$ cat src/rtl/vpu_wb_pack_unit_pkg.sv
// Shared types, default widths and address helpers for the VPU write-back pack unit.
// Bank-interleaved addressing: the low BANK_LG2 bits of a flat line address select the bank.
package vpu_wb_pack_unit_pkg;

  localparam int WB_OPERAND_WIDTH = 8;
  localparam int WB_VLANE_CNT     = 8;
  localparam int WB_EXEC_CNT      = 4;
  localparam int WB_BEAT_W        = WB_OPERAND_WIDTH * WB_VLANE_CNT;
  localparam int WB_LINE_W        = WB_BEAT_W * WB_EXEC_CNT;

  typedef enum logic [1:0] {
    WB_IDLE,
    WB_RUN,
    WB_DRAIN_ABORT,
    WB_DONE
  } wb_state_e;

  function automatic logic [31:0] get_bank_id(input logic [31:0] flat, input int unsigned bank_lg2);
    return flat & ((32'd1 << bank_lg2) - 32'd1);
  endfunction

  function automatic logic [31:0] get_waddr(input logic [31:0] flat, input int unsigned bank_lg2);
    return flat >> bank_lg2;
  endfunction

endpackage

$ cat src/rtl/vpu_wb_line_buf.sv
// Two-entry ping-pong line buffer: beats fill one entry while the other waits for the SRAM port.
// Entries are filled and drained strictly in order, so the read pointer always names the oldest full line.
module vpu_wb_line_buf #(
  parameter int BEAT_W   = 64,
  parameter int EXEC_CNT = 4,
  localparam int LINE_W  = BEAT_W * EXEC_CNT,
  localparam int PTR_W   = (EXEC_CNT > 1) ? $clog2(EXEC_CNT) : 1
) (
  input  logic              clk,
  input  logic              rst_n,
  input  logic              clear,
  input  logic              wr_en,
  input  logic [BEAT_W-1:0] wr_data,
  input  logic              free,
  output logic              line_done,
  output logic              both_full,
  output logic              rd_full,
  output logic              alt_full,
  output logic [LINE_W-1:0] rd_data,
  output logic [LINE_W-1:0] alt_data
);

  logic [1:0]                       full_q;
  logic                             fill_q;
  logic                             rd_q;
  logic [PTR_W-1:0]                 beat_q;
  logic [EXEC_CNT-1:0][BEAT_W-1:0]  line_q [2];

  assign line_done = wr_en && (beat_q == PTR_W'(EXEC_CNT - 1));
  assign both_full = &full_q;
  assign rd_full   = full_q[rd_q];
  assign alt_full  = full_q[~rd_q];
  assign rd_data   = line_q[rd_q];
  assign alt_data  = line_q[~rd_q];

  // The completing entry is always the empty fill entry, so set and clear never collide.
  always_ff @(posedge clk) begin
    if (!rst_n || clear) begin
      full_q <= 2'b00;
      fill_q <= 1'b0;
      rd_q   <= 1'b0;
      beat_q <= '0;
    end else begin
      if (wr_en) begin
        if (line_done) begin
          beat_q <= '0;
          fill_q <= ~fill_q;
        end else begin
          beat_q <= beat_q + PTR_W'(1);
        end
      end
      if (free) begin
        full_q[rd_q] <= 1'b0;
        rd_q         <= ~rd_q;
      end
      if (line_done) full_q[fill_q] <= 1'b1;
    end
  end

  always_ff @(posedge clk) begin
    if (wr_en) line_q[fill_q][beat_q] <= wr_data;
  end

endmodule

$ cat src/rtl/vpu_wb_pack_unit.sv
// Packs lane beats into SRAM lines and writes a multi-line burst to bank-interleaved SRAM.
// Write fields are registered and held until ack; a second full line issues back-to-back on ack.
module vpu_wb_pack_unit
  import vpu_wb_pack_unit_pkg::*;
#(
  parameter int OPERAND_WIDTH   = WB_OPERAND_WIDTH,
  parameter int VLANE_CNT       = WB_VLANE_CNT,
  parameter int EXEC_CNT        = WB_EXEC_CNT,
  parameter int SRAM_BANK_CNT   = 4,
  parameter int SRAM_BANK_DEPTH = 256,
  parameter int MAX_LINES       = 16,
  localparam int BEAT_W    = OPERAND_WIDTH * VLANE_CNT,
  localparam int LINE_W    = BEAT_W * EXEC_CNT,
  localparam int BANK_LG2  = $clog2(SRAM_BANK_CNT),
  localparam int DEPTH_LG2 = $clog2(SRAM_BANK_DEPTH),
  localparam int FLAT_W    = BANK_LG2 + DEPTH_LG2,
  localparam int CNT_W     = $clog2(MAX_LINES + 1)
) (
  input  logic                 clk,
  input  logic                 rst_n,
  input  logic                 reset_cmd_i,
  input  logic                 req_valid_i,
  output logic                 req_ready_o,
  input  logic [FLAT_W-1:0]    req_waddr_i,
  input  logic [CNT_W-1:0]     req_lines_i,
  input  logic                 wb_data_valid_i,
  output logic                 wb_data_ready_o,
  input  logic [BEAT_W-1:0]    wb_data_i,
  output logic                 w_req_o,
  input  logic                 w_ack_i,
  output logic [BANK_LG2-1:0]  w_wid_o,
  output logic [DEPTH_LG2-1:0] w_addr_o,
  output logic                 w_web_o,
  output logic                 w_wlast_o,
  output logic [LINE_W-1:0]    w_wdata_o,
  output logic                 wb_done_o,
  output logic                 busy_o
);

  localparam logic [CNT_W-1:0] CNT_ONE = CNT_W'(1);

  wb_state_e             state_q, state_nxt;
  logic [FLAT_W-1:0]     waddr_q;
  logic [CNT_W-1:0]      lines_q, lines_packed_q, lines_written_q;
  logic                  w_req_q, w_web_q, w_wlast_q;
  logic [BANK_LG2-1:0]   w_wid_q;
  logic [DEPTH_LG2-1:0]  w_addr_q;
  logic [LINE_W-1:0]     w_wdata_q;

  logic                  run, ack_fire, beat_fire, issue_new, issue_b2b;
  logic                  line_done, both_full, rd_full, alt_full, buf_clear, buf_free;
  logic [LINE_W-1:0]     rd_data, alt_data;
  logic [CNT_W-1:0]      issue_idx;
  logic [FLAT_W-1:0]     issue_flat;
  logic                  issue_last;

  assign run       = (state_q == WB_RUN);
  assign ack_fire  = w_req_q && w_ack_i;
  assign beat_fire = wb_data_valid_i && wb_data_ready_o;
  assign issue_new = run && !reset_cmd_i && !w_req_q && rd_full;
  assign issue_b2b = run && !reset_cmd_i && ack_fire && alt_full;
  assign buf_free  = run && ack_fire;
  assign buf_clear = !run || reset_cmd_i;

  assign req_ready_o     = (state_q == WB_IDLE);
  assign busy_o          = (state_q != WB_IDLE);
  assign wb_done_o       = (state_q == WB_DONE);
  assign wb_data_ready_o = run && !both_full && (lines_packed_q < lines_q);

  assign w_req_o   = w_req_q;
  assign w_web_o   = w_web_q;
  assign w_wlast_o = w_wlast_q;
  assign w_wid_o   = w_wid_q;
  assign w_addr_o  = w_addr_q;
  assign w_wdata_o = w_wdata_q;

  vpu_wb_line_buf #(
    .BEAT_W   (BEAT_W),
    .EXEC_CNT (EXEC_CNT)
  ) u_line_buf (
    .clk       (clk),
    .rst_n     (rst_n),
    .clear     (buf_clear),
    .wr_en     (beat_fire),
    .wr_data   (wb_data_i),
    .free      (buf_free),
    .line_done (line_done),
    .both_full (both_full),
    .rd_full   (rd_full),
    .alt_full  (alt_full),
    .rd_data   (rd_data),
    .alt_data  (alt_data)
  );

  // A back-to-back issue targets the line after the one being acked this cycle.
  always_comb begin
    issue_idx  = issue_b2b ? (lines_written_q + CNT_ONE) : lines_written_q;
    issue_flat = waddr_q + FLAT_W'(issue_idx);
    issue_last = ((issue_idx + CNT_ONE) == lines_q);
  end

  always_ff @(posedge clk) begin
    if (!rst_n) state_q <= WB_IDLE;
    else        state_q <= state_nxt;
  end

  always_comb begin
    state_nxt = state_q;
    case (state_q)
      WB_IDLE: begin
        if (req_valid_i) state_nxt = (req_lines_i == '0) ? WB_DONE : WB_RUN;
      end
      WB_RUN: begin
        if (reset_cmd_i)
          state_nxt = (w_req_q && !w_ack_i) ? WB_DRAIN_ABORT : WB_IDLE;
        else if (ack_fire && ((lines_written_q + CNT_ONE) == lines_q))
          state_nxt = WB_DONE;
      end
      WB_DRAIN_ABORT: begin
        if (w_ack_i) state_nxt = WB_IDLE;
      end
      WB_DONE: begin
        if (reset_cmd_i) state_nxt = WB_IDLE;
      end
      default: state_nxt = WB_IDLE;
    endcase
  end

  always_ff @(posedge clk) begin
    if (!rst_n) begin
      waddr_q         <= '0;
      lines_q         <= '0;
      lines_packed_q  <= '0;
      lines_written_q <= '0;
      w_req_q         <= 1'b0;
      w_web_q         <= 1'b1;
      w_wlast_q       <= 1'b0;
      w_wid_q         <= '0;
      w_addr_q        <= '0;
      w_wdata_q       <= '0;
    end else begin
      if ((state_q == WB_IDLE) && req_valid_i) begin
        waddr_q         <= req_waddr_i;
        lines_q         <= req_lines_i;
        lines_packed_q  <= '0;
        lines_written_q <= '0;
      end
      if (run && line_done) lines_packed_q  <= lines_packed_q + CNT_ONE;
      if (buf_free)         lines_written_q <= lines_written_q + CNT_ONE;
      if (issue_new || issue_b2b) begin
        w_req_q   <= 1'b1;
        w_web_q   <= 1'b0;
        w_wlast_q <= issue_last;
        w_wid_q   <= BANK_LG2'(get_bank_id(32'(issue_flat), BANK_LG2));
        w_addr_q  <= DEPTH_LG2'(get_waddr(32'(issue_flat), BANK_LG2));
        w_wdata_q <= issue_b2b ? alt_data : rd_data;
      end else if (ack_fire) begin
        w_req_q   <= 1'b0;
        w_web_q   <= 1'b1;
        w_wlast_q <= 1'b0;
      end
    end
  end

endmodule
$ cat config.mk
export PLATFORM = sky130hd
export DESIGN_NAME = vpu_wb_pack_unit
export DESIGN_NICKNAME = d
export VERILOG_FILES = /design/src/rtl/vpu_wb_pack_unit_pkg.sv /design/src/rtl/vpu_wb_line_buf.sv /design/src/rtl/vpu_wb_pack_unit.sv
export SDC_FILE = /design/constraint.sdc
export NUM_CORES = 1
export LEC_CHECK = 0
export ABC_AREA = 1
export CAP_MARGIN = 15
export CORE_MARGIN = 5
export CORE_UTILIZATION = 44
export CTS_CLUSTER_DIAMETER = 50
export CTS_CLUSTER_SIZE = 12
export DETAILED_ROUTE_END_ITERATION = 10
export PLACE_DENSITY_LB_ADDON = 0.1
export SYNTH_ARGS = -nofsm -noshare
export SYNTH_HDL_FRONTEND = slang
export SYNTH_HIERARCHICAL = 1
export SYNTH_SLANG_ARGS = --single-unit
$ cat constraint.sdc
create_clock -name clk -period 8 [get_ports clk]
set_input_delay 1.6 -clock clk [delete_from_list [all_inputs] [get_ports clk]]
set_output_delay 1.6 -clock clk [all_outputs]
set_load 0.05 [all_outputs]
==> results of run 1 <==
synthesized netlist by cell type (2+ instances only):
cell type | n | area [sq um]
a211oi_1 | 2 | 15.0
a21oi_1 | 275 | 1380
a31oi_1 | 257 | 1610
and2_1 | 2 | 12.5
buf_1 | 2 | 7.51
buf_12 | 3 | 60.1
buf_2 | 113 | 566
buf_4 | 29 | 218
buf_6 | 27 | 304
clkbuf_1 | 76 | 285
clkbuf_2 | 14 | 70.1
dfxtp_1 | 303 | 6070
edfxtp_1 | 512 | 15400
ha_1 | 17 | 213
inv_1 | 321 | 1200
inv_2 | 5 | 18.8
nand2_1 | 864 | 3240
nand2_2 | 7 | 43.8
nand3_1 | 32 | 160
nand4_1 | 5 | 31.3
nor2_1 | 272 | 1020
nor2_2 | 3 | 18.8
nor3_1 | 10 | 50.1
o211ai_1 | 3 | 22.5
o21ai_0 | 457 | 2290
o21ai_1 | 106 | 531
o21bai_1 | 2 | 15.0
xnor2_1 | 3 | 26.3
xor2_1 | 7 | 61.3
worst min-delay path, stage by stage (launching register included):
cell     delay [ps]
dfxtp_1         300
inv_1            70
a21oi_1          60
stage by stage:
step | utilization (%) | power [W] | instances | hold WS, ps | setup WS (ps)
floorplan | - | 0.00482 | 3742 | 441 | 492
global placement | 49.1 | 0.00497 | 4919 | 466 | 2330
detailed placement | 49.1 | 0.00497 | 4919 | 466 | 2310
CTS | 53.5 | 0.00961 | 5105 | 473 | 3010
global route | 53.5 | 0.00983 | 5105 | 512 | 2650
finish | 53.5 | 0.00951 | 5106 | 476 | 3040
flip-flops by register name, indices dropped and copies added (netlist names), 2 cells and up, named ones only:
signal             count
lines_q                5
lines_packed_q         5
u_line_buf/beat_q      2
state_q                2
w_wdata_o            256
lines_written_q        5
u_line_buf/full_q      2
waddr_q               10
u_line_buf/line_q    512
w_addr_o               8
w_wid_o                2
how the worst max path moves through the flow:
stage | cells past startpoint | slack, ps | startpoint | to
CTS | 15 | 3010 | reset_cmd_i | w_addr_o[4]
detailed placement | 15 | 2310 | reset_cmd_i | w_addr_o[4]
finish | 15 | 3040 | reset_cmd_i | w_addr_o[4]
global placement | 15 | 2330 | reset_cmd_i | w_addr_o[4]
global route | 15 | 2650 | reset_cmd_i | w_addr_o[4]
floorplan | 8 | 490 | lines_q[4] | u_line_buf/line_q[0][0]
where the power goes:
| part | switching, W | internal [W] |
|---|---|---|
| combinational | 0.000224 | 0.000109 |
| clock | 0.00182 | 0.00280 |
| sequential | 0.0000296 | 0.00452 |
| total | 0.00208 | 0.00743 |
cell families (layout without fill, tap and decap cells):
| logic type | after synthesis | count (layout) |
|---|---|---|
| simple gates | 1202 | 1202 |
| buf+inv | 592 | 905 |
| flops | 815 | 815 |
| compound gates | 1105 | 1105 |
| other cells | 0 | 1 |
| fa+ha+maj | 17 | 17 |
| xor+xnor | 11 | 11 |
layer usage:
| layer | track usage, % | share of wire [%] |
|---|---|---|
| met5 | 0 | 0 |
| met2 | 35.8 | 48 |
| met1 | 28.9 | 45 |
| met4 | 5.73 | 2.4 |
| met3 | 3.68 | 5.1 |
area by class of cell:
type / instances / share of cell area, %
Tap cell: 1050 / 3.11
Inverter: 328 / 2.94
Antenna cell: 1 / 0.00592
Multi-Input combinational cell: 2335 / 25.8
Clock inverter: 53 / 1.58
Sequential cell: 815 / 50.8
Clock buffer: 133 / 6.58
Timing Repair Buffer: 391 / 9.21
==> impl_metrics.env, run 1 <==
export IMPL_syn_cell_area_sq_mm=0.0351
export IMPL_vias_per_cell=5.17
export IMPL_dpl_hpwl_um=52900
export IMPL_yosys_register_bits=815
export IMPL_final_cell_mix="nand2_1 (864), edfxtp_1 (512), o21ai_0 (457)"
export IMPL_max_stage_delay_ps=1030
export IMPL_critPathMaxFanout=129
export IMPL_grt_max_degree=187
export IMPL_vdd_ir_drop_max_v=0.000210
export IMPL_ctsResizeCount=0
export IMPL_grt_pass1_vias=24300
export IMPL_cp_arrival_ps=5510
export IMPL_synth_mux_area_share_pct=0
export IMPL_critPathLaunchType="primary input"
export IMPL_outcome="completed"
export IMPL_cp_end_kind="flop"
export IMPL_synth_simple_area_share_pct=13.3
export IMPL_cts_htree_levels=3
export IMPL_async_flop_share_pct=0
export IMPL_vias=26400
export IMPL_wl_per_cell_um=18.4
export IMPL_ant_nets=0
export IMPL_overflow=0
export IMPL_grt_usage_pct=21.3
export IMPL_ff2ff_setup_slack_ps=3520
export IMPL_final_common_cell="nand2_1"
export IMPL_synth_top_family_by_area="compound AO/OA/AOI/OAI gates"
export IMPL_routed_wl_um=94200
export IMPL_path_buf_inv=3
export IMPL_drive_above_1_share_pct=5.65
export IMPL_clk_pin_slew_ps=60
export IMPL_synth_ff_type="edfxtp_1"
export IMPL_cts_tree="done"
export IMPL_worst_r2r_path_depth=17
export IMPL_syn_to_final_growth_pct=20.6
export IMPL_pin_count=358
export IMPL_seq_area_frac_synth_pct=61.2
export IMPL_grt_pass1_wl_um=145000
export IMPL_setup_tns_ps=0
export IMPL_die_w_um=292
export IMPL_row_count=103
export IMPL_cts_setup_buffers=0
export IMPL_cts_buffer_depth=3
export IMPL_die_h_um=292
export IMPL_cp_required_ps=8540
export IMPL_ys_warn_count=6
export IMPL_clk_latency_ps=660
export IMPL_drv_slew=0
export IMPL_synth_area_per_cell_sq_um=9.37
export IMPL_nNetsFinal=4073
export IMPL_postLayoutCellArea_sq_mm=0.0423
export IMPL_cp_slowest_cell="inv_8"
export IMPL_fin_skew_ps=33.6
export IMPL_period_minus_slack_ps=4960
export IMPL_antenna_found_initial=1
export IMPL_synth_xor_area_share_pct=0.314
export IMPL_start_util_pct=44.4
export IMPL_min_delay_start="waddr_q[9]"
export IMPL_synth_cell_types=42
export IMPL_timing_hold_violations_final=0
export IMPL_maxCapViolations=0
export IMPL_cts_buffers=100
export IMPL_syn_nets=3844
export IMPL_hold_class="flop to flop"
export IMPL_fmax_mhz=201
export IMPL_relSlewSlack_pct=28.4
export IMPL_fillers=7066
export IMPL_worst_pin_slew_ps=1070
export IMPL_r2r_start="u_line_buf/rd_q"
export IMPL_crit_top_cell="a21oi_1"
export IMPL_first_pass_iters=5
export IMPL_path_class="primary input to flop"
export IMPL_die_area_sq_mm=0.0854
export IMPL_synthAdderAreaFrac_pct=0.607
export IMPL_synth_compound_area_share_pct=16.8
export IMPL_timing_rr_end="w_addr_o[4]"
export IMPL_fp_coreArea_sq_mm=0.0790
export IMPL_crit_chain="clkdlybuf4s50_1 -> nor2_2 -> nand3_4 -> inv_8 -> nand2_2 -> nand2_2 -> ha_1 -> a21oi_1 -> nor2_1 -> a21oi_1 -> nand2_1 -> a21oi_1 -> o21ai_0 -> nand2_1 -> inv_1"
export IMPL_multi_input_area_sq_mm=0.0109
export IMPL_critical_path_top_delay_family="buffers and inverters"
export IMPL_setup_viol=0
export IMPL_hold_end="waddr_q[9]"
export IMPL_min_period_over_period_pct=62.0
export IMPL_hold_depth=2
export IMPL_clock_sinks=815
export IMPL_dpl_cell_area_sq_mm=0.0388
export IMPL_cts_root_buf="clkbuf_16"
export IMPL_port_buffers=357
export IMPL_drc=0
export IMPL_place_congestion=0.807
export IMPL_first_iter_violations=1503
export IMPL_synth_edf_count=512
export IMPL_regArea_sq_mm=0.0214
export IMPL_power_density_mw_per_mm2=225
export IMPL_rsz0062_at_grt="false"
export IMPL_hold_buffers=0
export IMPL_p_leak_nw=15.8
export IMPL_synthCells=3742
Power figures use the tool's default switching activity.
==> run 2: changes to the inputs <==
==> constraint.sdc (replaced) <==
create_clock -name clk -period 4.9 [get_ports clk]
set_input_delay 0.98 -clock clk [delete_from_list [all_inputs] [get_ports clk]]
set_output_delay 0.98 -clock clk [all_outputs]
set_load 0.05 [all_outputs]
==> run 2 against run 1 <==
  * Combinational power grew 67%
  * Largest cell class unchanged
  * Critical path type is now flop to output port
  * Critical path depth shrank 9
  * Wire length shrank 1.3%
  * Count of clock-buffer cells in the layout grew 3
  * Via count shrank 0.37%
  * Register-to-register slack lost 2000 ps
  * Global-route usage shrank 0.16 points
  * Final area is essentially flat
  * Non-clock buffer count grew 5
  * Utilization is essentially flat
==> impl_metrics.env, run 2 (same netlist as run 1, synthesis figures left out) <==
export IMPL_p_clk_share_pct=47.4
export IMPL_relSlewSlack_pct=18.0
export IMPL_power_density_mw_per_mm2=359
export IMPL_cts_tree="done"
export IMPL_period_minus_slack_ps=3910
export IMPL_start_util_pct=44.4
export IMPL_first_pass_iters=5
export IMPL_final_cells=5107
export IMPL_p_leak_nw=15.8
export IMPL_first_iter_violations=1631
export IMPL_critPathLaunchType="flop"
export IMPL_drive_above_1_share_pct=5.55
export IMPL_vias_per_cell=5.15
export IMPL_cts_root_buf="clkbuf_16"
export IMPL_cts_setup_buffers=0
export IMPL_clk_pin_slew_ps=60
export IMPL_critPathMaxFanout=4
export IMPL_swShare_pct=21.9
export IMPL_routed_wl_um=93000
export IMPL_path_class="flop to output port"
export IMPL_grt_pass1_wl_um=144000
export IMPL_dp_cells=4924
export IMPL_dpl_hpwl_um=52900
export IMPL_cp_end_kind="output port"
export IMPL_cts_buffers=96
export IMPL_cts_buffer_depth=3
export IMPL_worst_pin_slew_ps=1230
export IMPL_grt_usage_pct=21.2
export IMPL_vias=26300
export IMPL_hold_buffers=0
export IMPL_grt_pass1_vias=24700
export IMPL_drv_slew=0
export IMPL_p_int_w=0.0119
export IMPL_pin_count=358
export IMPL_vdd_ir_drop_max_v=0.000226
export IMPL_dp_slack_ps=1090
export IMPL_maxCapViolations=0
export IMPL_die_w_um=292
export IMPL_final_common_cell="nand2_1"
export IMPL_setup_ws_ps=985
export IMPL_comb_power_share_pct=3.7
export IMPL_p_total_w=0.0152
export IMPL_cp_arrival_ps=2930
export IMPL_die_area_sq_mm=0.0854
export IMPL_cts_htree_levels=3
export IMPL_largest_reg_flops=512
export IMPL_place_congestion=0.797
export IMPL_top_register="u_line_buf/line_q"
export IMPL_clk_latency_ps=640
export IMPL_outcome="completed"
export IMPL_fp_coreArea_sq_mm=0.0790
export IMPL_min_period_over_period_pct=79.9
export IMPL_die_h_um=292
export IMPL_final_core_util_pct=53.5
export IMPL_overflow=0
export IMPL_fmax_mhz=255
export IMPL_timing_hold_violations_final=0
export IMPL_row_count=103
export IMPL_port_buffers=357
export IMPL_drc=0
export IMPL_ant_nets=0
export IMPL_cp_required_ps=3920
export IMPL_final_cell_mix="nand2_1 (864), edfxtp_1 (512), o21ai_0 (457)"
export IMPL_setup_viol=0
export IMPL_rsz0062_at_grt="false"
export IMPL_clock_sinks=815
export IMPL_whs_ps=479
export IMPL_wl_per_cell_um=18.2
export IMPL_syn_to_final_growth_pct=20.6
export IMPL_hold_class="flop to flop"
export IMPL_grt_max_degree=245
export IMPL_antenna_found_initial=3
export IMPL_pwr_share_seq_pct=48.9
export IMPL_fin_skew_ps=22.9
export IMPL_switching_power_w=0.00332
export IMPL_ctsResizeCount=0
export IMPL_nNetsFinal=4074
-- run 2: layout make-up --
class | count | area [sq um]
flip-flops and latches | 815 | 21400
clock inverters | 46 | 552
inverters | 328 | 1240
repair buffers | 396 | 4070
clock buffers | 136 | 2690
fillers | 7046 | 36700
diodes | 1 | 2.50
multi-input cells | 2335 | 10900
well taps | 1050 | 1310
-- run 2: power groups by stage --
| stage | combinational [W] | clock (W) | sequential, W |
|---|---|---|---|
| after floorplan | 0.000300 | 0 | 0.00757 |
| after global placement | 0.000555 | 0 | 0.00757 |
| after detailed placement | 0.000561 | 0 | 0.00757 |
| after CTS | 0.000563 | 0.00735 | 0.00742 |
| after global routing | 0.000617 | 0.00764 | 0.00743 |
| final | 0.000557 | 0.00720 | 0.00743 |
-- run 2: path summary, 6_finish.rpt --
check,from,cells after the start,end,slack [ps]
max,lines_q[4],6,wb_data_ready_o,990
min,waddr_q[8],2,w_addr_o[6],480
max reg2reg,lines_q[4],9,u_line_buf/line_q[0][102],1480
min reg2reg,waddr_q[8],2,w_addr_o[6],480
-- run 2: per-stage QoR --
step | cell area (sq um) | setup TNS [ps]
after floorplan | 35100 | -256560
after global placement | 39000 | 0
after detailed placement | 39000 | 0
after CTS | 42300 | 0
after global routing | 42300 | 0
final | 42300 | 0
-- run 2: metal layers --
layer / global-route usage [%] / routed length [um]
met1: 28.4 / 41300
met2: 36.1 / 44600
met3: 3.45 / 5010
met5: 0 / 27
met4: 5.63 / 2010
-- run 2: critical path, stage by stage (launching register included) --
cell	delay, ps
dfxtp_1	360
inv_1	130
ha_1	350
a21oi_1	140
o221ai_1	150
nor3_1	290
clkdlybuf4s50_1	880
==> run 3: changes to the inputs <==
==> constraint.sdc (replaced) <==
create_clock -name clk -period 3.3 [get_ports clk]
set_input_delay 0.66 -clock clk [delete_from_list [all_inputs] [get_ports clk]]
set_output_delay 0.66 -clock clk [all_outputs]
set_load 0.05 [all_outputs]
==> run 3 against run 2 <==
  * Sequential share of layout area is 0.89 points lower
  * Wire length is 0.95% higher
  * Critical path depth stayed put
  * Clock power is 58% higher
  * Final area is 1.8% higher
  * Register-to-register slack worse by 960 ps
  * Global-route usage is 0.11 points higher
  * Critical endpoint unchanged
==> impl_metrics.env, run 3 (same netlist as run 1, synthesis figures left out) <==
export IMPL_relSlewSlack_pct=31.2
export IMPL_grt_pass1_vias=24800
export IMPL_first_pass_iters=5
export IMPL_cts_tree="done"
export IMPL_die_h_um=292
export IMPL_worst_pin_slew_ps=1030
export IMPL_syn_to_final_growth_pct=22.7
export IMPL_drc=0
export IMPL_p_leak_nw=16.1
export IMPL_vias=26600
export IMPL_grt_max_degree=234
export IMPL_fin_skew_ps=23.3
export IMPL_path_class="flop to output port"
export IMPL_hold_buffers=0
export IMPL_timing_hold_violations_final=0
export IMPL_antenna_found_initial=1
export IMPL_wl_per_cell_um=18.3
export IMPL_final_cell_mix="nand2_1 (864), edfxtp_1 (512), o21ai_0 (457)"
export IMPL_first_iter_violations=1693
export IMPL_die_area_sq_mm=0.0854
export IMPL_setup_tns_ps=0
export IMPL_clk_latency_ps=660
export IMPL_vdd_ir_drop_max_v=0.000431
export IMPL_clk_pin_slew_ps=60
export IMPL_nNetsFinal=4100
export IMPL_grt_usage_pct=21.3
export IMPL_power_density_mw_per_mm2=540
export IMPL_cts_buffer_depth=3
export IMPL_routed_wl_um=93800
export IMPL_row_count=103
export IMPL_pin_count=358
export IMPL_grt_pass1_wl_um=145000
export IMPL_outcome="completed"
export IMPL_overflow=0
export IMPL_min_period_over_period_pct=92.1
export IMPL_fmax_mhz=329
export IMPL_multi_input_area_sq_mm=0.0110
export IMPL_fp_coreArea_sq_mm=0.0790
export IMPL_hold_class="primary input to flop"
export IMPL_ant_nets=0
export IMPL_route_met2_wl_um=45200
export IMPL_start_util_pct=44.4
export IMPL_setup_viol=0
export IMPL_top_register="u_line_buf/line_q"
export IMPL_drv_slew=0
export IMPL_drive_above_1_share_pct=6.86
export IMPL_largest_reg_flops=512
export IMPL_cts_htree_levels=3
export IMPL_cp_end_kind="output port"
export IMPL_cts_buffers=99
export IMPL_die_w_um=292
export IMPL_maxCapViolations=0
export IMPL_rsz0062_at_grt="false"
export IMPL_wl_met3_um=4530
export IMPL_period_minus_slack_ps=3040
export IMPL_clock_sinks=815
export IMPL_place_congestion=0.796
export IMPL_dpl_hpwl_um=54200
export IMPL_highest_layer="met4"
export IMPL_fillers=6963
export IMPL_final_common_cell="nand2_1"
export IMPL_critPathMaxFanout=4
export IMPL_vias_per_cell=5.18
export IMPL_regArea_sq_mm=0.0215
export IMPL_p_total_w=0.0232
export IMPL_critPathLaunchType="flop"
export IMPL_cts_root_buf="clkbuf_16"
export IMPL_cp_arrival_ps=2380
export IMPL_port_buffers=357
export IMPL_met1Wirelength_um=42000
export IMPL_cp_required_ps=2640
## run 3: worst paths after layout
path | from | end | slack, ps | cells past startpoint
setup / recovery | lines_q[4] | wb_data_ready_o | 260 | 6
hold / removal | rst_n | state_q[1] | 460 | 3
setup reg to reg | lines_q[4] | u_line_buf/line_q[1][108] | 520 | 9
hold reg to reg | waddr_q[8] | w_addr_o[6] | 470 | 2
## run 3: repair_timing
action,CTS,global route
endpoints found under the setup margin,1,0
buffers inserted,0,0
resized for setup,1,0
## run 3: per-layer routing
metal,GRT usage (%),up-vias
met4,5.35,0
met3,3.03,123
met1,28.9,12600
li1,-,13300
met2,36.3,622
met5,0,-
## run 3: layout make-up
| type | count | area share, % |
|---|---|---|
| inverters | 328 | 2.91 |
| multi-input cells | 2335 | 25.6 |
| clock buffers | 130 | 6.36 |
| clock inverters | 57 | 1.80 |
| flip-flops and latches | 815 | 49.9 |
| repair buffers | 419 | 10.4 |
| diodes | 3 | 0.0174 |
| well taps | 1050 | 3.05 |
## run 3: worst max-delay path, cell delays in order (launching register included)
cell and delay (ps):
dfxtp_2 330, inv_2 110, ha_4 220, a21oi_2 150
o221ai_2 130, nor3_4 220, dlygate4sd2_1 590
## run 3: metrics by stage
| step | cell area, sq um | hold slack (ps) | util, % | instances | setup WS (ps) |
|---|---|---|---|---|---|
| global placement | 39500 | 457 | 50.0 | 4947 | 222 |
| detailed placement | 39500 | 459 | 50.0 | 4947 | 195 |
| global route | 43000 | 465 | 54.5 | 5134 | 176 |
| finish | 43000 | 461 | 54.5 | 5137 | 261 |
| floorplan | 35200 | 444 | - | 3742 | -595 |
| CTS | 43000 | 431 | 54.5 | 5134 | 221 |
## run 3: report_power, final
part           switching [W]  internal (W)  total [W]  leakage (nW)
clock network        0.00441       0.00695     0.0114          1.68
registers          0.0000735        0.0110     0.0110          7.05
logic               0.000568      0.000293   0.000860          7.34
